==> src/rtl/rst_sequencer.sv <==
// Central reset sequencer: synchronizes POR deassertion, merges sw/wdt requests,
// and releases NUM_DOMAINS active-low resets in order behind a sticky cause register.
module rst_sequencer #(
  parameter int NUM_DOMAINS = 3,
  parameter int SYNC_STAGES = 2,
  parameter int HOLD_CYCLES = 8,
  parameter int STAGE_GAP   = 4
) (
  input  logic                   clk,
  input  logic                   rst_n,
  input  logic                   sw_rst_req,
  input  logic                   wdt_rst_req,
  input  logic                   cause_clr,
  output logic [NUM_DOMAINS-1:0] dom_rst_n,
  output logic                   seq_busy,
  output logic                   seq_done,
  output logic [2:0]             rst_cause
);

  localparam int CNT_MAX = (HOLD_CYCLES > STAGE_GAP) ? HOLD_CYCLES : STAGE_GAP;
  localparam int CNT_W   = (CNT_MAX > 1) ? $clog2(CNT_MAX) : 1;
  localparam int IDX_W   = (NUM_DOMAINS > 1) ? $clog2(NUM_DOMAINS) : 1;

  localparam logic [CNT_W-1:0]       HOLD_LAST = CNT_W'(HOLD_CYCLES - 1);
  localparam logic [CNT_W-1:0]       GAP_LAST  = CNT_W'(STAGE_GAP - 1);
  localparam logic [IDX_W-1:0]       IDX_LAST  = IDX_W'(NUM_DOMAINS - 1);
  localparam logic [NUM_DOMAINS-1:0] DOM_NONE  = {NUM_DOMAINS{1'b0}};
  localparam logic [NUM_DOMAINS-1:0] DOM_ALL   = {NUM_DOMAINS{1'b1}};
  localparam logic [NUM_DOMAINS-1:0] DOM_ONE   = NUM_DOMAINS'(1);

  typedef enum logic [1:0] {
    ST_HOLD    = 2'd0,
    ST_RELEASE = 2'd1,
    ST_RUN     = 2'd2
  } state_t;

  logic [SYNC_STAGES-1:0] r_sync;
  logic                   w_rst_sync_n;
  logic                   w_req;

  state_t                 r_state,  w_state_nxt;
  logic [CNT_W-1:0]       r_cnt,    w_cnt_nxt;
  logic [IDX_W-1:0]       r_idx,    w_idx_nxt;
  logic [NUM_DOMAINS-1:0] r_dom,    w_dom_nxt;
  logic                   r_busy,   w_busy_nxt;
  logic                   r_done,   w_done_nxt;
  logic [2:0]             r_cause,  w_cause_nxt;
  logic [2:0]             w_cause_set;

  assign w_rst_sync_n = r_sync[SYNC_STAGES-1];
  assign w_req        = sw_rst_req | wdt_rst_req;

  // Deassertion synchronizer: clears at once, fills with ones after rst_n rises
  always_ff @(posedge clk or negedge rst_n) begin
    if (!rst_n) begin
      r_sync <= {SYNC_STAGES{1'b0}};
    end else begin
      r_sync <= {r_sync[SYNC_STAGES-2:0], 1'b1};
    end
  end

  // Sequencer next state: hold count, staged release, and request handling
  always_comb begin
    w_state_nxt = r_state;
    w_cnt_nxt   = r_cnt;
    w_idx_nxt   = r_idx;
    w_dom_nxt   = r_dom;
    w_busy_nxt  = r_busy;
    w_done_nxt  = 1'b0;
    case (r_state)
      ST_HOLD: begin
        w_dom_nxt  = DOM_NONE;
        w_busy_nxt = 1'b1;
        w_idx_nxt  = {IDX_W{1'b0}};
        if (w_req) begin
          w_cnt_nxt = {CNT_W{1'b0}};
        end else if (w_rst_sync_n) begin
          if (r_cnt == HOLD_LAST) begin
            w_cnt_nxt = {CNT_W{1'b0}};
            w_dom_nxt = DOM_ONE;
            if (NUM_DOMAINS == 1) begin
              w_state_nxt = ST_RUN;
              w_done_nxt  = 1'b1;
            end else begin
              w_state_nxt = ST_RELEASE;
              w_idx_nxt   = IDX_W'(1);
            end
          end else begin
            w_cnt_nxt = r_cnt + CNT_W'(1);
          end
        end else begin
          w_cnt_nxt = {CNT_W{1'b0}};
        end
      end
      ST_RELEASE: begin
        if (w_req) begin
          w_state_nxt = ST_HOLD;
          w_cnt_nxt   = {CNT_W{1'b0}};
          w_dom_nxt   = DOM_NONE;
          w_busy_nxt  = 1'b1;
        end else if (r_cnt == GAP_LAST) begin
          w_cnt_nxt = {CNT_W{1'b0}};
          w_dom_nxt = r_dom | (DOM_ONE << r_idx);
          if (r_idx == IDX_LAST) begin
            w_state_nxt = ST_RUN;
            w_done_nxt  = 1'b1;
          end else begin
            w_idx_nxt = r_idx + IDX_W'(1);
          end
        end else begin
          w_cnt_nxt = r_cnt + CNT_W'(1);
        end
      end
      ST_RUN: begin
        if (w_req) begin
          w_state_nxt = ST_HOLD;
          w_cnt_nxt   = {CNT_W{1'b0}};
          w_dom_nxt   = DOM_NONE;
          w_busy_nxt  = 1'b1;
        end else begin
          w_dom_nxt  = DOM_ALL;
          w_busy_nxt = 1'b0;
        end
      end
      default: begin
        w_state_nxt = ST_HOLD;
        w_cnt_nxt   = {CNT_W{1'b0}};
        w_idx_nxt   = {IDX_W{1'b0}};
        w_dom_nxt   = DOM_NONE;
        w_busy_nxt  = 1'b1;
      end
    endcase
  end

  // Sequencer state and registered outputs
  always_ff @(posedge clk or negedge rst_n) begin
    if (!rst_n) begin
      r_state <= ST_HOLD;
      r_cnt   <= {CNT_W{1'b0}};
      r_idx   <= {IDX_W{1'b0}};
      r_dom   <= DOM_NONE;
      r_busy  <= 1'b1;
      r_done  <= 1'b0;
    end else begin
      r_state <= w_state_nxt;
      r_cnt   <= w_cnt_nxt;
      r_idx   <= w_idx_nxt;
      r_dom   <= w_dom_nxt;
      r_busy  <= w_busy_nxt;
      r_done  <= w_done_nxt;
    end
  end

  // Cause update: a clear in the same cycle as a request keeps only the request bits
  always_comb begin
    w_cause_set = {wdt_rst_req, sw_rst_req, 1'b0};
    if (cause_clr) begin
      w_cause_nxt = w_cause_set;
    end else begin
      w_cause_nxt = r_cause | w_cause_set;
    end
  end

  // Sticky cause register; only the external reset restores the POR bit
  always_ff @(posedge clk or negedge rst_n) begin
    if (!rst_n) begin
      r_cause <= 3'b001;
    end else begin
      r_cause <= w_cause_nxt;
    end
  end

  assign dom_rst_n = r_dom;
  assign seq_busy  = r_busy;
  assign seq_done  = r_done;
  assign rst_cause = r_cause;

  rst_sequencer_chk #(
    .NUM_DOMAINS (NUM_DOMAINS)
  ) u_chk (
    .clk       (clk),
    .rst_n     (rst_n),
    .dom_rst_n (r_dom),
    .seq_busy  (r_busy),
    .seq_done  (r_done)
  );

endmodule

// Output invariants: completion and idle both imply every domain is released.
module rst_sequencer_chk #(
  parameter int NUM_DOMAINS = 3
) (
  input logic                   clk,
  input logic                   rst_n,
  input logic [NUM_DOMAINS-1:0] dom_rst_n,
  input logic                   seq_busy,
  input logic                   seq_done
);

  a_done_released: assert property (@(posedge clk) disable iff (!rst_n)
    seq_done |-> ((&dom_rst_n) && seq_busy));

  a_idle_released: assert property (@(posedge clk) disable iff (!rst_n)
    !seq_busy |-> (&dom_rst_n));

endmodule

==> config.mk <==
export PLATFORM = sky130hd
export DESIGN_NAME = rst_sequencer
export DESIGN_NICKNAME = d
export VERILOG_FILES = /design/src/rtl/rst_sequencer.sv
export SDC_FILE = /design/constraint.sdc
export NUM_CORES = 1
export LEC_CHECK = 0
export ABC_AREA = 1
export CORE_MARGIN = 2
export CORE_UTILIZATION = 45
export DETAILED_ROUTE_END_ITERATION = 8
export PLACE_DENSITY = 0.68
export RECOVER_POWER = 25
export SLEW_MARGIN = 20
export SYNTH_ARGS = -nofsm -noshare
export SYNTH_HDL_FRONTEND = slang
export SYNTH_HIERARCHICAL = 1
export SYNTH_SLANG_ARGS = --single-unit
==> constraint.sdc <==
create_clock -name clk -period 2.1 [get_ports clk]
set_input_delay 0.42 -clock clk [delete_from_list [all_inputs] [get_ports clk]]
set_output_delay 0.42 -clock clk [all_outputs]
set_load 0.005 [all_outputs]
Yosys cells after proc, flatten, opt, wreduce, memory -nomap -nowiden
Index checks and enable logic that the tools add are counted.
{"block": "op_classes", "bitwise_logic": 4, "shift": 1, "eq_ne": 15, "n_reduce_logical": 3, "n_mux": 37, "addsub": 2}
{"operator": "$mux W3", "n": 10}
{"operator": "$mux W2", "n": 10}
{"operator": "$pmux W3 S3", "n": 2}
{"operator": "$ne A2 B2 Y1 const B", "n": 8}
{"operator": "$mux W1", "n": 12}
{"operator": "$pmux W2 S3", "n": 2}
{"operator": "$ne A3 B3 Y1 const B", "n": 2}
{"operator": "$or A3 B3 Y3", "n": 2}
{"operator": "$reduce_and A6 Y1", "n": 1}
{"operator": "$eq A2 B2 Y1 const B", "n": 2}
{"operator": "$reduce_and A4 Y1", "n": 1}
{"operator": "$add A3 B1 Y3 const B", "n": 1}
{"operator": "$eq A3 B2 Y1 const B", "n": 1}
{"operator": "$eq A3 B3 Y1 const B", "n": 1}
{"operator": "$shl A1 B2 Y3 const A", "n": 1}
{"operator": "$add A2 B1 Y2 const B", "n": 1}
{"operator": "$eq A2 B1 Y1 const B", "n": 1}
{"operator": "$logic_not A2 Y1", "n": 1}
{"operator": "$pmux W1 S2", "n": 1}
{"operator": "$not A1 Y1", "n": 1}
{"operator": "$or A1 B1 Y1", "n": 1}
{"block": "word_totals", "inputBits": 5, "regBits": 17, "output_inout_bits": 8, "word_cells": 70}

Depth between registers and ports, before layout
Gate-level depths: netlist of the first run.
{"block": "depth", "ltp_word": 5, "mapped_depth": 8, "mapped_depth_nobuf": 8}

Least setup slack after synthesis of the first run
No wires, ideal clock.
{"block": "synth_path", "path_type": "reg2reg", "from": "reg r_cnt[0]", "to": "reg r_dom[0], in the netlist dom_rst_n[0]", "path_slack_ps": 807, "t_arrival_ps": 1176, "t_required_ps": 1984, "path_stages_with_launch": 9, "cell_sequence": "dfrtp_1 ha_1 ha_1 nand2_1 inv_1 nand3_1 nand3_1 nand2_1 nand2_1"}
{"block": "synth_via", "elab_chain_cells": 5, "elab_cells_between_ends": 7, "classes_between": "3 x eq/ne; 4 x mux"}
{"element": "from (decl)", "line_no": "42", "text": "logic [CNT_W-1:0] r_cnt, w_cnt_nxt;"}
{"element": "from (signal assigned)", "line_no": "139", "text": "r_cnt <= {CNT_W{1'b0}};"}
{"element": "from (signal assigned)", "line_no": "146", "text": "r_cnt <= w_cnt_nxt;"}
{"element": "$eq A3 B3 Y1", "line_no": "78", "text": "if (r_cnt == HOLD_LAST) begin"}
{"element": "$mux W1", "line_no": "78"}
{"element": "$mux W1", "line_no": "77", "text": "end else if (w_rst_sync_n) begin"}
{"element": "$mux W1", "line_no": "75", "text": "if (w_req) begin"}
{"element": "$pmux W3 S3", "line_no": "70", "text": "case (r_state)"}
{"element": "to (signal assigned)", "line_no": "148", "text": "r_dom <= w_dom_nxt;"}
{"element": "to (decl)", "line_no": "44", "text": "logic [NUM_DOMAINS-1:0] r_dom, w_dom_nxt;"}
Parallel ways exist; a longest one is shown, timed or not.
A chain may end at the register's enable or synchronous reset.

Worst setup path in the final report of the first run
{"block": "layout_path", "from": "reg r_busy, in the netlist seq_busy", "to": "out seq_busy"}
{"element": "from (decl)", "line_no": "45", "text": "logic r_busy, w_busy_nxt;"}
{"element": "from (signal assigned)", "line_no": "149", "text": "r_busy <= w_busy_nxt;"}
{"element": "to (decl)", "line_no": "15", "text": "output logic seq_busy,"}
No word-level cell between the ends.

==> results of run 1 <==
-- sequential cells by signal (all words and copies together), names as in the netlist --
signal and cells:
seq_busy 1, seq_done 1, r_cnt 3, rst_cause 3, r_sync 2, r_state 2
dom_rst_n 3, r_idx 2
-- layout make-up --
class	instances	area [sq um]
repair buffers	13	124
flip-flops and latches	17	428
clock buffers	3	22.5
well taps	27	33.8
multi-input cells	70	415
fillers	190	851
clock inverters	1	7.51
inverters	20	80.1
-- per-stage QoR --
stage                     hold WS (ns)  power (mW)  instance area [sq um]
after global placement           0.336       0.376                   1080
after floorplan                  0.124       0.354                    935
after CTS                        0.364       0.566                   1110
final                            0.360       0.552                   1110
after detailed placement         0.338       0.377                   1080
after global routing             0.369       0.585                   1110
-- cells in the mapped netlist --
library cell,count
nand2_4,2
nor2_4,2
nand3_1,12
nand4_1,7
dfrtp_1,15
ha_1,8
o211ai_1,1
buf_6,1
o21ai_0,2
clkinv_4,1
o21ai_2,2
conb_1,1
inv_2,1
dfstp_2,2
o21bai_1,1
inv_1,18
nand2_1,26
nor2_1,6
-- path summary, 6_finish.rpt --
path	startpoint	to	depth (start not counted)
min in group asynchronous	rst_n	rst_cause[1]	2
max in group asynchronous	rst_n	dom_rst_n[0]	2
worst min-delay path	r_sync[0]	r_sync[1]	0
worst min register to register	r_sync[0]	r_sync[1]	0
worst max-delay path	seq_busy	seq_busy	1
worst max register to register	r_cnt[0]	dom_rst_n[0]	8
-- logic make-up (layout without fill, tap and decap cells) --
family / Yosys count / count (layout) / synth area share, %
AOI/OAI and AO/OA: 6 / 6 / 4.55
buffers and inverters: 21 / 37 / 9.77
DFF: 17 / 17 / 45.8
adders and majority gates: 8 / 8 / 10.7
other: 1 / 1 / 0.401
and+or+nand+nor: 55 / 55 / 28.8
-- routing by layer --
layer | wire, microns | track usage, % | share of wire (%) | vias to the layer above
met5 | 0 | 0 | 0 | -
met2 | 749 | 24.9 | 44 | 18
met4 | 46 | 9.26 | 2.7 | 0
met3 | 81 | 3.94 | 4.7 | 5
met1 | 835 | 23.7 | 49 | 354
li1 | - | - | - | 371
-- placed cells by master, fill, tap and decap left out, types with 2 or more instances in the layout --
cell / n
nand2_1: 26
inv_1: 18
dfrtp_1: 15
nand3_1: 12
clkdlybuf4s50_1: 11
ha_1: 8
nand4_1: 7
nor2_1: 6
clkbuf_4: 3
o21ai_0: 2
nor2_4: 2
nand2_4: 2
o21ai_2: 2
dfstp_2: 2
-- power by group through the flow --
| stage | Sequential, mW | Combinational (mW) | Clock, mW |
|---|---|---|---|
| finish | 0.337 | 0.0322 | 0.183 |
| global route | 0.338 | 0.0376 | 0.210 |
| CTS | 0.336 | 0.0343 | 0.195 |
| detailed placement | 0.343 | 0.0343 | 0 |
| global placement | 0.342 | 0.0341 | 0 |
| floorplan | 0.342 | 0.0120 | 0 |
==> impl_results.md, run 1 <==
- Dpl cells: between 100 and 150
- Std-Cell Rows: 16
- Max-Cap Viols: 0
- Final wirelength: 1.71 mm
- Total track usage: between 10% and 20%
- Clock sink count: 17
- Vias: 748
- CTS tree: yes
- Clk root buf: clkbuf_4
- Max-Slew Margin vs Limit: about two fifths
- Internal Power: 420 uW
- Seq cells post-synth: 17
- Hold WC Path Type: flop to flop
- Die area: 2460 sq um
- Post-CTS Setup Bufs: 0
- Finished Core Util: 56.6%
- Setup violators final: 0
- Power Density: between 400 and 500 nW/um^2
- Layout Skew: 0.00406 ns
- Clock Path Buffers: 2
- Area contributors post-synth: dfrtp_1 (40%), ha_1 (11%), nand2_1 (10%)
- Critical path buffers and inverters: 1
- ANT nets after route: 0
- Nets@finish: about 140
- DRT Pass-1 Iters: 4
- Initial antenna violation count: 0
- Post-CTS sizing: 0
- Pre-CTS setup slack: approximately 0.32 ns
- Initial core utilization: 47.6%
- Highest Clock Rate: 568 MHz
- Status: finished, final reports clean
- Number of top-level pins: 13
- Final Cycle Share: around 84%
- Syn Nets: about 120
- Register area share after synthesis: 45.8%
- Share of power burned in the clock network: 33.2%
- Diode count: 0
- Logic pwr share: under 10%
- Crit-path cells: clkdlybuf4s50_1
- CP delay by family, top: flip-flops
- Total gr overflow: 0
- Largest net degree at the start of global routing: 18
- Yosys warning total: 6
- Die H: slightly below 50 microns
- Final Hold Viols: 0
- CP max stage delay: 0.54 ns
- Final worst slack: roughly 0.34 ns
- Actual slew at the worst max-slew pin: 0.897 ns
- Req. time, crit path: 1.68 ns
- Number of global-route vias before repair: 751
- Worst-skew pair later-pin latency: 0.30 ns
- Static leakage: 0.564 nW
- Worst vdd rail ir drop: roughly 0.45 mV
- Sw frac: 23.8%
- Psw: 131 uW
- Setup Crit Path Kind: flop to output pin
- Crit path max-delay cell type: dfstp_2
- RD Place Congestion: 0.827
- Vias per cell: between 4 and 5
- Hold-fix buffers, CTS: 0
- I/O Buffers: 12
- Max Slew Vio Count: 0
- Post-Synthesis Cell Area: 935 sq um
- Syn Area/Cell: 8.65 sq um
- R2r setup slk: a little over 0.6 ns
- HPWL Detailed: 1.36 mm
- Top cell type's share of synthesized area: 40.2%
- Layout area overhead: 18.9%
- Final setup TNS: 0 ns
- Mapped Cells: between 100 and 150
- Htree depth: 1
- Synth cell types: 18
- Reg power frac: 61.0%
- DRC violations left: 0
- Crit start category: flop
- RSZ-0062 raised after global routing: no
- Layout cells sized above 1: 11.3%
- First-pass GRT wire length: ~3.2 mm
- Die Width: 49.6 microns
- Clock Pin Slew Worst Setup and Hold Paths: 0.10 ns
- Crit path max fanout: 2
- Initial detailed-routing violation count: 11
- Worst EP arrival: between 1 and 1.5 ns
- Synth area leader: dfrtp_1
- Setup crit end kind: output pin
- WL/cell: 11.3 microns
- Post-layout min period: approximately 1.8 ns
- Core area: 1960 sq um
- Non-filler cells, final: between 150 and 200
- Num CTS Buffers: 3
No activity file was read; power rests on OpenSTA's default activity.
==> inputs of run 2 (changes only) <==
- clock period: 2.1 -> 1.65 ns (I/O delays scaled with it)
==> impl_results.md, run 2 (synthesis gave the netlist of run 1 again) <==
- Dpl cells: 148 (was 147)
- Actual slew at the worst max-slew pin: 0.948 ns (was 0.897 ns)
- CTS tree: yes (unchanged)
- Power Density: 631 nW/um^2 (was 496 nW/um^2)
- Final worst slack: 0.131 ns (was 0.338 ns)
- Hold Path End: r_sync[1] (unchanged)
- DRT Pass-1 Iters: 4 (unchanged)
- Crit path max-delay cell type: clkdlybuf4s50_1 (was dfstp_2)
- Final wirelength: 1.70 mm (was 1.71 mm)
- Die area: 2460 sq um (unchanged)
- Post-layout min period: about 1.5 ns
- Storage cell area: 428 sq um (unchanged)
- Worst EP arrival: 1.19 ns (was 1.34 ns)
- Commonest non-fill, non-tap cell in the layout: nand2_1 (unchanged)
- Total gr overflow: 0 (unchanged)
- Max-Cap Viols: 0 (unchanged)
- Std-Cell Rows: 16 (unchanged)
- Nets@finish: 139 (was 138)
- Most frequent cells in the layout: nand2_1 (26), inv_1 (18), dfrtp_1 (15), nand3_1 (12), clkdlybuf4s50_1 (9) (was nand2_1 (26), inv_1 (18), dfrtp_1 (15), nand3_1 (12), clkdlybuf4s50_1 (11))
- Post-CTS sizing: 2 (was 0)
- Vias per cell: 4.97 (was 4.95)
- Layout Skew: 0.0101 ns (was 0.00406 ns)
- Final setup TNS: 0 ns (unchanged)
- Hold-fix buffers, CTS: 0 (unchanged)
- Die Width: 49.6 microns (unchanged)
- Initial detailed-routing violation count: 13 (was 11)
- Initial antenna violation count: 0 (unchanged)
- Num CTS Buffers: 3 (unchanged)
- WL/cell: 11.2 microns (was 11.3 microns)
- R2R cell count: 8 (unchanged)
- Status: finished, final reports clean (unchanged)
- Number of global-route vias before repair: 699 (was 751)
- Layout cells sized above 1: 11.2% (was 11.3%)
- Req. time, crit path: 1.32 ns (was 1.68 ns)
- FF-to-FF End: dom_rst_n[0] (unchanged)
- Layout area overhead: 19.0% (was 18.9%)
- Die H: 49.6 microns (unchanged)
- Final instance area: 1110 sq um (about the same)
- Setup violators final: 0 (unchanged)
- Clock Pin Slew Worst Setup and Hold Paths: 0.11 ns (was 0.10 ns)
- Clock Path Buffers: 2 (unchanged)
- Vias: 755 (was 748)
- R2r setup slk: 0.20 ns (was 0.61 ns)
- I/O Buffers: 12 (unchanged)
- Worst R2R Start: r_cnt[0] (unchanged)
- Crit start category: flop (unchanged)
- Total power: 701 uW (was 552 uW)
- Number of top-level pins: 13 (unchanged)
- First-pass GRT wire length: 3.08 mm (was 3.18 mm)
- HPWL Detailed: 1.34 mm (was 1.36 mm)
- Hold Path Stages: 0 (unchanged)
- Pre-CTS setup slack: 0.0623 ns (was 0.325 ns)
- ANT nets after route: 0 (unchanged)
- CP max stage delay: 0.51 ns (was 0.54 ns)
- Highest Clock Rate: 658 MHz
- Finished Core Util: 56.7% (was 56.6%)
- Number of fill cells: 190 (unchanged)
- Setup crit end kind: output pin (unchanged)
- Setup Crit Path Kind: flop to output pin (unchanged)
- Total track usage: 16.2% (was 17.2%)
- Static leakage: 0.573 nW (was 0.564 nW)
- Non-filler cells, final: 152 (was 151)
- RSZ-0062 raised after global routing: no (unchanged)
- Worst-skew pair later-pin latency: 0.30 ns (about the same)
- Htree depth: 1 (unchanged)
- Final Hold Viols: 0 (unchanged)
- Critical path buffers and inverters: 1 (unchanged)
- Core area: 1960 sq um (unchanged)
- DRC violations left: 0 (unchanged)
- RD Place Congestion: 0.811 (was 0.827)
- Largest net degree at the start of global routing: 18 (unchanged)
- Crit-path cells: clkdlybuf4s50_1 (unchanged)
- Post-CTS Setup Bufs: 0 (unchanged)
- Crit path max fanout: 3 (was 2)
- Placement Cell Area: 1090 sq um (was 1080 sq um)
- Clk root buf: clkbuf_4 (unchanged)
- Clock sink count: 17 (unchanged)
- Diode count: 0 (unchanged)
- Final Cycle Share: 92.1%
- Hold WC Path Type: flop to flop (unchanged)
- Hold_sp: r_sync[0] (unchanged)
- Max Slew Vio Count: 0 (unchanged)
- Max-Slew Margin vs Limit: 36.8% (was 40.2%)
- Worst hold slack: 0.356 ns (was 0.360 ns)
- CP delay by family, top: buffers and inverters (was flip-flops)
- Initial core utilization: 47.6% (unchanged)
- Multi-input gate area: 415 sq um (unchanged)
- Worst vdd rail ir drop: 0.478 mV (was 0.454 mV)
==> run 2: metal layers <==
metal	share of wire, %	wire (microns)	vias to the layer above	global-route usage (%)
met5	0	0	-	0
met4	1.7	29	0	5.56
met3	4.4	75	5	4.24
met2	44	755	14	23.6
met1	49	842	360	23.4
li1	-	-	376	-
==> run 2: final cells by class <==
cell class,instances,area share (%)
Multi-Input combinational cell,70,37.3
Sequential cell,17,38.5
Inverter,20,7.20
Timing Repair Buffer,14,11.6
Clock buffer,4,2.36
Tap cell,27,3.04
==> run 2: report_power, final <==
part	internal [mW]	leakage [nW]	switching (mW)
logic	0.0203	0.339	0.0234
registers	0.424	0.219	0.00460
clock network	0.0941	0.0150	0.135
==> run 2: how the worst max path moves through the flow <==
stage | from | cells past startpoint | to
6_report | dom_rst_n[0] | 1 | dom_rst_n[0]
4_1_cts | dom_rst_n[0] | 1 | dom_rst_n[0]
5_1_grt | r_cnt[0] | 8 | dom_rst_n[0]
3_3_place_gp | wdt_rst_req | 6 | dom_rst_n[0]
3_5_place_dp | wdt_rst_req | 6 | dom_rst_n[0]
2_1_floorplan | r_cnt[0] | 8 | dom_rst_n[0]
==> inputs of run 3 (changes only) <==
- CORE_MARGIN: 2 -> unset
- clock period: 1.65 -> 1.5 ns (I/O delays scaled with it)
==> impl_results.md, run 3 (synthesis gave the netlist of run 1 again) <==
- Status: finished, final reports clean (unchanged)
- Most frequent cells in the layout: nand2_1 (26), inv_1 (18), dfrtp_1 (15), nand3_1 (12) (was nand2_1 (26), inv_1 (18), dfrtp_1 (15), nand3_1 (12), clkdlybuf4s50_1 (9))
- First-pass GRT wire length: 3.17 mm (was 3.08 mm)
- Crit path max fanout: 1 (was 3)
- Number of top-level pins: 13 (unchanged)
- Initial detailed-routing violation count: 11 (was 13)
- Number of global-route vias before repair: 735 (was 699)
- Layout cells sized above 1: 15.5% (was 11.2%)
- RD Place Congestion: 0.814 (was 0.811)
- CTS tree: yes (unchanged)
- Final Cycle Share: 96.5%
- DRC violations left: 0 (unchanged)
- Hold WC Path Type: flop to flop (unchanged)
- Total track usage: 21.0% (was 16.2%)
- Static leakage: 0.651 nW (was 0.573 nW)
- Clock sink count: 17 (unchanged)
- Largest net degree at the start of global routing: 18 (unchanged)
- Max-Cap Viols: 0 (unchanged)
- CP max stage delay: 0.49 ns (was 0.51 ns)
- R2R cell count: 8 (unchanged)
- Total gr overflow: 0 (unchanged)
- Critical path buffers and inverters: 1 (unchanged)
- Layout Skew: 0.00881 ns (was 0.0101 ns)
- Initial core utilization: 47.6% (unchanged)
- Crit start category: flop (unchanged)
- Crit path max-delay cell type: clkdlybuf4s50_1 (unchanged)
- Worst R2R Start: r_cnt[0] (unchanged)
- Number of fill cells: 197 (was 190)
- Actual slew at the worst max-slew pin: 0.933 ns (was 0.948 ns)
- Commonest non-fill, non-tap cell in the layout: nand2_1 (unchanged)
- Layout area overhead: 23.8% (was 19.0%)
- FF-to-FF End: dom_rst_n[0] (unchanged)
- Crit path launch: seq_done (was dom_rst_n[0])
- Power Density: 678 nW/um^2 (was 631 nW/um^2)
- Crit-path cells: clkdlybuf4s50_1 (unchanged)
- WP depth: 1 (unchanged)
- Vias per cell: 4.78 (was 4.97)
- Final Hold Viols: 0 (unchanged)
- I/O Buffers: 12 (unchanged)
- Setup crit end kind: output pin (unchanged)
- Multi-input gate area: 418 sq um (was 415 sq um)
- Diode count: 0 (unchanged)
- Storage cell area: 428 sq um (unchanged)
- Post-layout min period: 1.45 ns
- Max Slew Vio Count: 0 (unchanged)
- Setup Crit Path Kind: flop to output pin (unchanged)
- Max-Slew Margin vs Limit: 37.8% (was 36.8%)
- Num CTS Buffers: 3 (unchanged)
- Die H: 47.6 microns (was 49.6 microns)
- Nets@finish: 143 (was 139)
- Initial antenna violation count: 0 (unchanged)
- Final wirelength: 1.82 mm (was 1.70 mm)
- Worst-skew pair later-pin latency: 0.30 ns (about the same)
- ANT nets after route: 0 (unchanged)
- R2r setup slk: 0.08 ns (was 0.20 ns)
- Worst vdd rail ir drop: 0.582 mV (was 0.478 mV)
- Req. time, crit path: 1.20 ns (was 1.32 ns)
- RSZ-0062 raised after global routing: no (unchanged)
- Highest Clock Rate: 691 MHz
- Die area: 2260 sq um (was 2460 sq um)
- DRT Pass-1 Iters: 4 (unchanged)
- Clock Pin Slew Worst Setup and Hold Paths: 0.11 ns (about the same)
- Clk root buf: clkbuf_4 (unchanged)
- CP delay by family, top: buffers and inverters (unchanged)
- Clock Path Buffers: 2 (unchanged)
- WL/cell: 11.7 microns (was 11.2 microns)
- Non-filler cells, final: 156 (was 152)
- Worst EP arrival: 1.15 ns (was 1.19 ns)
- Dpl cells: 151 (was 148)
- HPWL Detailed: 1.39 mm (was 1.34 mm)
- Setup violators final: 0 (unchanged)
- Std-Cell Rows: 16 (unchanged)
- Final setup TNS: 0 ns (unchanged)
- Vias: 745 (was 755)
- Core area: 1960 sq um (unchanged)
- CP Capture Point: seq_done (was dom_rst_n[0])
- Htree depth: 1 (unchanged)
- Die Width: 47.6 microns (was 49.6 microns)
[run 3: worst min path at each step]
stage                   start           end  slack, ns  cells after the start
global placement    r_sync[0]     r_sync[1]       0.33                      0
finish              r_sync[0]     r_sync[1]       0.36                      0
CTS                     rst_n      r_cnt[0]       0.31                      2
global route        r_sync[0]     r_sync[1]       0.37                      0
detailed placement  r_sync[0]     r_sync[1]       0.34                      0
floorplan               rst_n  dom_rst_n[0]      0.004                      0
[run 3: metrics by stage]
step	setup slack (ns)	instance area [sq um]	power, mW	utilization (%)	hold WS, ns
6_report	0.0520	1160	0.784	59.0	0.360
5_1_grt	0.00106	1160	0.819	59.0	0.366
4_1_cts	0.0104	1150	0.795	58.5	0.312
3_5_place_dp	-0.00465	1110	0.535	56.8	0.336
3_3_place_gp	0.0437	1110	0.533	56.8	0.334
2_1_floorplan	0.207	935	0.496	-	0.00441
[run 3: per-layer routing]
| metal | part of all wire (%) | wire [microns] | track usage [%] | vias up |
|---|---|---|---|---|
| li1 | - | - | - | 382 |
| met1 | 47 | 860 | 27.4 | 346 |
| met2 | 46 | 847 | 32.1 | 12 |
| met3 | 3.9 | 71 | 5.66 | 5 |
| met4 | 2.4 | 44 | 11.1 | 0 |
| met5 | 0 | 0 | 0 | - |
[run 3: repair_timing]
item	4_1_cts	5_1_grt
endpoints found under the setup margin	4	6
gates resized for setup	3	5
setup buffers	1	0
hold buffers	0	0
endpoints found under the hold margin	0	0
[run 3: final cells by class]
cell class,count,share of cell area [%]
flip-flops and latches,17,37.0
repair buffers,18,14.5
clock inverters,1,0.649
multi-input cells,70,36.1
clock buffers,3,1.95
well taps,27,2.92
inverters,20,6.92
[run 3: power breakdown]
| part | internal, mW | switching [mW] |
|---|---|---|
| registers | 0.466 | 0.00488 |
| logic | 0.0236 | 0.0273 |
| clock network | 0.102 | 0.161 |
| total | 0.591 | 0.193 |
